[config.mk]
export PLATFORM = sky130hd
export DESIGN_NAME = burst_ram_arbiter_flat
export DESIGN_NICKNAME = d
export VERILOG_FILES = /design/src/rtl/burst_ram_arbiter_if.sv /design/src/rtl/burst_ram_arbiter.sv /design/src/flat_wrapper.sv
export SDC_FILE = /design/constraint.sdc
export NUM_CORES = 1
export LEC_CHECK = 0
export ABC_AREA = 1
export ABC_CLOCK_PERIOD_IN_PS = 1850
export CORE_AREA = 2 2 184 186
export CTS_BUF_LIST = sky130_fd_sc_hd__clkbuf_4 sky130_fd_sc_hd__clkbuf_8 sky130_fd_sc_hd__clkbuf_16
export DETAILED_ROUTE_END_ITERATION = 7
export DIE_AREA = 0 0 186 188
export PLACE_DENSITY_LB_ADDON = 0.3
export SLEW_MARGIN = 30
export SYNTH_ARGS = -nofsm -noshare
export SYNTH_HDL_FRONTEND = slang
export SYNTH_SLANG_ARGS = --single-unit
[constraint.sdc]
create_clock -name clk -period 1.85 [get_ports clk]
set_input_delay 0.555 -clock clk [delete_from_list [all_inputs] [get_ports clk]]
set_output_delay 0.555 -clock clk [all_outputs]
set_load 0.005 [all_outputs]
[src/rtl/burst_ram_arbiter_if.sv]
// One requester channel of the burst RAM arbiter: a cache-side command,
// its write beats, and the read data returned to it.
interface burst_ram_arbiter_if #(
  parameter int ADDR_W = 21
) ();
  logic              req;
  logic              cmd;
  logic [ADDR_W-1:0] addr;
  logic [63:0]       wr_data;
  logic              ack;
  logic [63:0]       rd_data;
  logic              rd_data_valid;
  logic              busy;

  modport master (
    output req, cmd, addr, wr_data,
    input  ack, rd_data, rd_data_valid, busy
  );

  modport slave (
    input  req, cmd, addr, wr_data,
    output ack, rd_data, rd_data_valid, busy
  );
endinterface

[src/rtl/burst_ram_arbiter.sv]
// Round-robin arbiter sharing one PSRAM-style burst command port between an
// instruction cache (m0) and a data cache (m1), with a global command interval.
module burst_ram_arbiter #(
  parameter int RAM_DEPTH_BITWIDTH     = 21,
  parameter int COMMAND_DELAY_INTERVAL = 13,
  parameter int BURST_BEATS            = 4
) (
  input  logic                          clk,
  input  logic                          rst_n,
  burst_ram_arbiter_if.slave            m0,
  burst_ram_arbiter_if.slave            m1,
  output logic                          br_cmd,
  output logic                          br_cmd_en,
  output logic [RAM_DEPTH_BITWIDTH-1:0] br_addr,
  output logic [63:0]                   br_wr_data,
  output logic [7:0]                    br_data_mask,
  input  logic [63:0]                   br_rd_data,
  input  logic                          br_rd_data_valid
);

  localparam int              CNT_W      = (COMMAND_DELAY_INTERVAL > 0) ?
                                           $clog2(COMMAND_DELAY_INTERVAL + 1) : 1;
  localparam logic [CNT_W-1:0] CNT_RELOAD = CNT_W'(COMMAND_DELAY_INTERVAL);
  localparam logic [2:0]       LAST_BEAT  = 3'(BURST_BEATS);

  typedef enum logic [1:0] {IDLE, READ, WRITE} state_t;

  state_t                  state;
  logic [CNT_W-1:0]        interval_cnt;
  logic [2:0]              beat_cnt;
  logic                    rr_ptr;       // side that wins a tie: 0 = m0, 1 = m1
  logic                    owner_valid;
  logic                    owner;
  logic                    m0_ack_q;
  logic                    m1_ack_q;

  logic                          any_req;
  logic                          win_m1;
  logic                          win_cmd;
  logic [RAM_DEPTH_BITWIDTH-1:0] win_addr;
  logic [63:0]                   win_wr_data;
  logic [63:0]                   own_wr_data;

  // NOTE: every signal assigned in always_comb gets a default first so no latch can be inferred.
  always_comb begin
    any_req     = m0.req | m1.req;
    win_m1      = m1.req & (~m0.req | rr_ptr);
    win_cmd     = win_m1 ? m1.cmd     : m0.cmd;
    win_addr    = win_m1 ? m1.addr    : m0.addr;
    win_wr_data = win_m1 ? m1.wr_data : m0.wr_data;
    own_wr_data = owner  ? m1.wr_data : m0.wr_data;
  end

  // NOTE: sequential state uses non-blocking assignments only, so every register samples pre-edge values.
  always_ff @(posedge clk or negedge rst_n) begin
    if (!rst_n) begin
      state        <= IDLE;
      interval_cnt <= '0;
      beat_cnt     <= '0;
      rr_ptr       <= 1'b0;
      owner_valid  <= 1'b0;
      owner        <= 1'b0;
      m0_ack_q     <= 1'b0;
      m1_ack_q     <= 1'b0;
      br_cmd       <= 1'b0;
      br_cmd_en    <= 1'b0;
      br_addr      <= '0;
      br_wr_data   <= '0;
    end else begin
      br_cmd_en <= 1'b0;
      m0_ack_q  <= 1'b0;
      m1_ack_q  <= 1'b0;
      if (interval_cnt != '0) interval_cnt <= interval_cnt - 1'b1;

      case (state)
        IDLE: begin
          if (interval_cnt == '0 && any_req) begin
            interval_cnt <= CNT_RELOAD;
            br_cmd_en    <= 1'b1;
            br_cmd       <= win_cmd;
            br_addr      <= win_addr;
            br_wr_data   <= win_wr_data;
            m0_ack_q     <= ~win_m1;
            m1_ack_q     <= win_m1;
            owner_valid  <= 1'b1;
            owner        <= win_m1;
            rr_ptr       <= ~win_m1;
            // Beat 0 travels with the command, so a write starts counting at 1.
            beat_cnt     <= win_cmd ? 3'd1 : 3'd0;
            state        <= win_cmd ? WRITE : READ;
          end
        end

        WRITE: begin
          if (beat_cnt == LAST_BEAT) begin
            state       <= IDLE;
            owner_valid <= 1'b0;
          end else begin
            br_wr_data <= own_wr_data;
            beat_cnt   <= beat_cnt + 3'd1;
          end
        end

        READ: begin
          if (br_rd_data_valid) begin
            if (beat_cnt == LAST_BEAT - 3'd1) begin
              state       <= IDLE;
              owner_valid <= 1'b0;
            end else begin
              beat_cnt <= beat_cnt + 3'd1;
            end
          end
        end

        default: state <= IDLE;
      endcase
    end
  end

  assign br_data_mask = '0;

  assign m0.ack = m0_ack_q;
  assign m1.ack = m1_ack_q;

  assign m0.rd_data = br_rd_data;
  assign m1.rd_data = br_rd_data;

  // Read valid reaches only the owner of an active read; strays are dropped.
  assign m0.rd_data_valid = br_rd_data_valid & (state == READ) & ~owner;
  assign m1.rd_data_valid = br_rd_data_valid & (state == READ) &  owner;

  assign m0.busy = owner_valid &  owner;
  assign m1.busy = owner_valid & ~owner;

endmodule
[src/flat_wrapper.sv]
// flat-port wrapper written by rule: the top's interface ports become plain ports
module burst_ram_arbiter_flat 
#(
  parameter int RAM_DEPTH_BITWIDTH     = 21,
  parameter int COMMAND_DELAY_INTERVAL = 13,
  parameter int BURST_BEATS            = 4
)
  (clk, rst_n, br_cmd, br_cmd_en, br_addr, br_wr_data, br_data_mask, br_rd_data, br_rd_data_valid, m0_req, m0_cmd, m0_addr, m0_wr_data, m0_ack, m0_rd_data, m0_rd_data_valid, m0_busy, m1_req, m1_cmd, m1_addr, m1_wr_data, m1_ack, m1_rd_data, m1_rd_data_valid, m1_busy);
  burst_ram_arbiter_if m0_i ();
  burst_ram_arbiter_if m1_i ();
  input  logic clk;
  input  logic rst_n;
  output logic br_cmd;
  output logic br_cmd_en;
  output logic [RAM_DEPTH_BITWIDTH-1:0] br_addr;
  output logic [63:0] br_wr_data;
  output logic [7:0] br_data_mask;
  input  logic [63:0] br_rd_data;
  input  logic br_rd_data_valid;
  input wire logic [$bits(m0_i.req)-1:0] m0_req;
  input wire logic [$bits(m0_i.cmd)-1:0] m0_cmd;
  input wire logic [$bits(m0_i.addr)-1:0] m0_addr;
  input wire logic [$bits(m0_i.wr_data)-1:0] m0_wr_data;
  output wire logic [$bits(m0_i.ack)-1:0] m0_ack;
  output wire logic [$bits(m0_i.rd_data)-1:0] m0_rd_data;
  output wire logic [$bits(m0_i.rd_data_valid)-1:0] m0_rd_data_valid;
  output wire logic [$bits(m0_i.busy)-1:0] m0_busy;
  input wire logic [$bits(m1_i.req)-1:0] m1_req;
  input wire logic [$bits(m1_i.cmd)-1:0] m1_cmd;
  input wire logic [$bits(m1_i.addr)-1:0] m1_addr;
  input wire logic [$bits(m1_i.wr_data)-1:0] m1_wr_data;
  output wire logic [$bits(m1_i.ack)-1:0] m1_ack;
  output wire logic [$bits(m1_i.rd_data)-1:0] m1_rd_data;
  output wire logic [$bits(m1_i.rd_data_valid)-1:0] m1_rd_data_valid;
  output wire logic [$bits(m1_i.busy)-1:0] m1_busy;
  assign m0_i.req = m0_req;
  assign m0_i.cmd = m0_cmd;
  assign m0_i.addr = m0_addr;
  assign m0_i.wr_data = m0_wr_data;
  assign m0_ack = m0_i.ack;
  assign m0_rd_data = m0_i.rd_data;
  assign m0_rd_data_valid = m0_i.rd_data_valid;
  assign m0_busy = m0_i.busy;
  assign m1_i.req = m1_req;
  assign m1_i.cmd = m1_cmd;
  assign m1_i.addr = m1_addr;
  assign m1_i.wr_data = m1_wr_data;
  assign m1_ack = m1_i.ack;
  assign m1_rd_data = m1_i.rd_data;
  assign m1_rd_data_valid = m1_i.rd_data_valid;
  assign m1_busy = m1_i.busy;
  burst_ram_arbiter #(.RAM_DEPTH_BITWIDTH(RAM_DEPTH_BITWIDTH), .COMMAND_DELAY_INTERVAL(COMMAND_DELAY_INTERVAL), .BURST_BEATS(BURST_BEATS)) u_core (.clk(clk), .rst_n(rst_n), .m0(m0_i), .m1(m1_i), .br_cmd(br_cmd), .br_cmd_en(br_cmd_en), .br_addr(br_addr), .br_wr_data(br_wr_data), .br_data_mask(br_data_mask), .br_rd_data(br_rd_data), .br_rd_data_valid(br_rd_data_valid));
endmodule
==> impl_metrics.toml, run 1 <==
[synthesis]
netlist_instances = 1246
synth_warnings = 0
yosys_register_bits = 101
synth_cell_type_count = 25
ys_seq_area_share_pct = 31.8
synth_area_um2 = 7940
synth.avg_cell_area_um2 = 6.37

[die]
row_count = 67
io_pins = 470
die_y_um = 188
initial_utilization_pct = 24.0
die_w_um = 186
core_region_area_um2 = 33100
die_area_um2 = 35000

[routing]
via_per_inst = 4.27
drcViolationCount = 0
post_drt_wl_per_cell_um = 14.5
drt-pass1-iter-count = 4
drt-total-wl_um = 26500
drt_iter0_drc = 292
num_vias = 7811
postRouteAntennaNets = 0

[critical_path]
critPathLaunchType = "flop"
rrSetupSlack_ns = 0.13
end_kind = "primary output"
crit_type = "flop to primary output"
worstPathArrival_ns = 1.31
critPathRequiredTime_ns = 1.29
path_max_fanout = 3

[sta]
maxSlewViolCount = 0
finalHoldViolations = 0
fmax_mhz = 537
setup_viol = 2
rsz0062_at_grt = "yes"
fin_crit_sh_pct = 101
finalClockSkew_ns = 0.0134
timing.final.crit_period_ns = 1.86
worst_slack_ns = -0.0134

[placed_design]
dp_hpwl_um = 18800
port-buffer-count = 269
gp_congestion = 0.777
pre_cts_ws_ns = -0.641

[layout]
final_layout_size_suffix_gt1_share_pct = 6.87
layout_common_cells = "nand2_1 (478), clkdlybuf4s50_1 (229), inv_1 (149)"
fin_nets = 1628
antenna_cells = 0
fin_util_pct = 32.6
final_common_cell = "nand2_1"
area_delta_synth_final_pct = 36.1

[global_routing]
grt_max_degree = 75
antenna_found_initial = 0
grt_usage_pct = 14.7
overflow = 0
grt_pass1_vias = 7502
grt_first_pass_wirelength_um = 39900

[clock_tree]
clock_latency_ns = 0.37
clk_pin_slew_ns = 0.08
cts_sinks = 101
cts_tree = "done"
clock_path_buffers = 2
cts_root_buffer = "clkbuf_16"
cts_buffers = 9
htree_num_levels = 3
cts_hold_buf = 0

[hold_path]
hold_class = "input port to async pin"

[power]
power.density_nw_per_um2 = 1420
vdd_drop_max_mv = 0.771
p_leak_nw = 5.99

[flow_run]
maxCapViolations = 0

[outcome]
failed_checks = "negative setup slack"
outcome = "finished with violations"
registers in the layout, indices dropped and copies added, names as in the netlist, 2 cells and up:
register and flops:
u_core.beat_cnt 3, u_core.br_addr 21, u_core.br_wr_data 64, u_core.interval_cnt 4, u_core.state 2
metal layers:
layer  share of wire (%)  vias to the layer above  global-route usage [%]
li1                    -                     3938                       -
met1                  41                     3544                    16.5
met2                  48                      282                    25.3
met3                 8.5                       47                    4.54
met4                 2.6                        0                    6.30
met5                   0                        -                       0
timing repair:
action | in CTS | in global routing
setup buffers | 2 | 3
resized for setup | 31 | 34
pin swaps | 2 | 2
cloned | 0 | 2
setup endpoints to repair | 11 | 95
layout make-up:
class	count	area, um2
tap	448	561
clock buffer	10	239
inverter	158	604
clock inverter	5	36.3
fill	3626	22300
multi-input combinational	787	3460
sequential	101	2530
timing repair buffer	322	3380
power by group:
group	leakage [nW]	switching, W	internal, W
clock network	0.139	0.000958	0.000950
logic	4.60	0.00512	0.00440
registers	1.25	0.000563	0.00333
worst max-delay path, cell delays in order (launching register included):
cell	delay (ns)
dfrtp_1	0.39
inv_2	0.08
ha_4	0.14
inv_4	0.04
nor3_4	0.14
buf_2	0.15
cell usage after synthesis, drive strengths merged:
cell    instances  area (um2)
nor3            3        15.0
or2             1        6.26
and2            1        6.26
dfrtp         101        2530
clkinv          1        5.00
ha              8         100
nand2         482        1820
nand4           1        6.26
conb            1        3.75
buf           188        1370
a21oi          67         335
inv           157         589
nor2            6        27.5
o21ai          71         355
nand3         137         691
clkbuf         19        71.3
xor2            2        17.5
worst paths after layout:
check / startpoint / cells past startpoint / endpoint
max: u_core.state[1] / 5 / m0_rd_data_valid
min: rst_n / 1 / u_core.br_wr_data[42]
max reg2reg: u_core.state[0] / 11 / u_core.br_wr_data[52]
min reg2reg: u_core.br_addr[6] / 2 / u_core.br_addr[6]
max in group asynchronous: rst_n / 2 / u_core.owner
min in group clk: u_core.br_addr[6] / 2 / u_core.br_addr[6]
logic make-up after synthesis:
group / share of synthesized area (%)
flip-flops: 31.8
AO/OA/AOI/OAI: 8.70
AND/OR/NAND/NOR: 32.3
XOR/XNOR: 0.221
other: 0.0472
adder cells (fa/ha/maj): 1.26
buffers and inverters: 25.6
per-stage QoR:
| step | area (um2) | power [W] | setup TNS, ns | hold WS (ns) | std cells |
|---|---|---|---|---|---|
| floorplan | 7970 | 0.00926 | 0 | 0.259 | 1253 |
| CTS | 10700 | 0.0152 | -0.122 | 0.0316 | 1826 |
| global route | 10800 | 0.0169 | -0.186 | 0.0448 | 1831 |
| finish | 10800 | 0.0153 | -0.0258 | 0.0509 | 1831 |
| global placement | 10300 | 0.0131 | -21.70 | 0.450 | 1809 |
| detailed placement | 10300 | 0.0132 | -24.71 | 0.452 | 1809 |
(Power assumes the default switching activity.)
==> run 2: changes to the inputs <==
CTS_CLUSTER_SIZE = 24   (was unset)
==> results of run 2 <==
Final layout, timing and power as in run 1 (identical DEF).
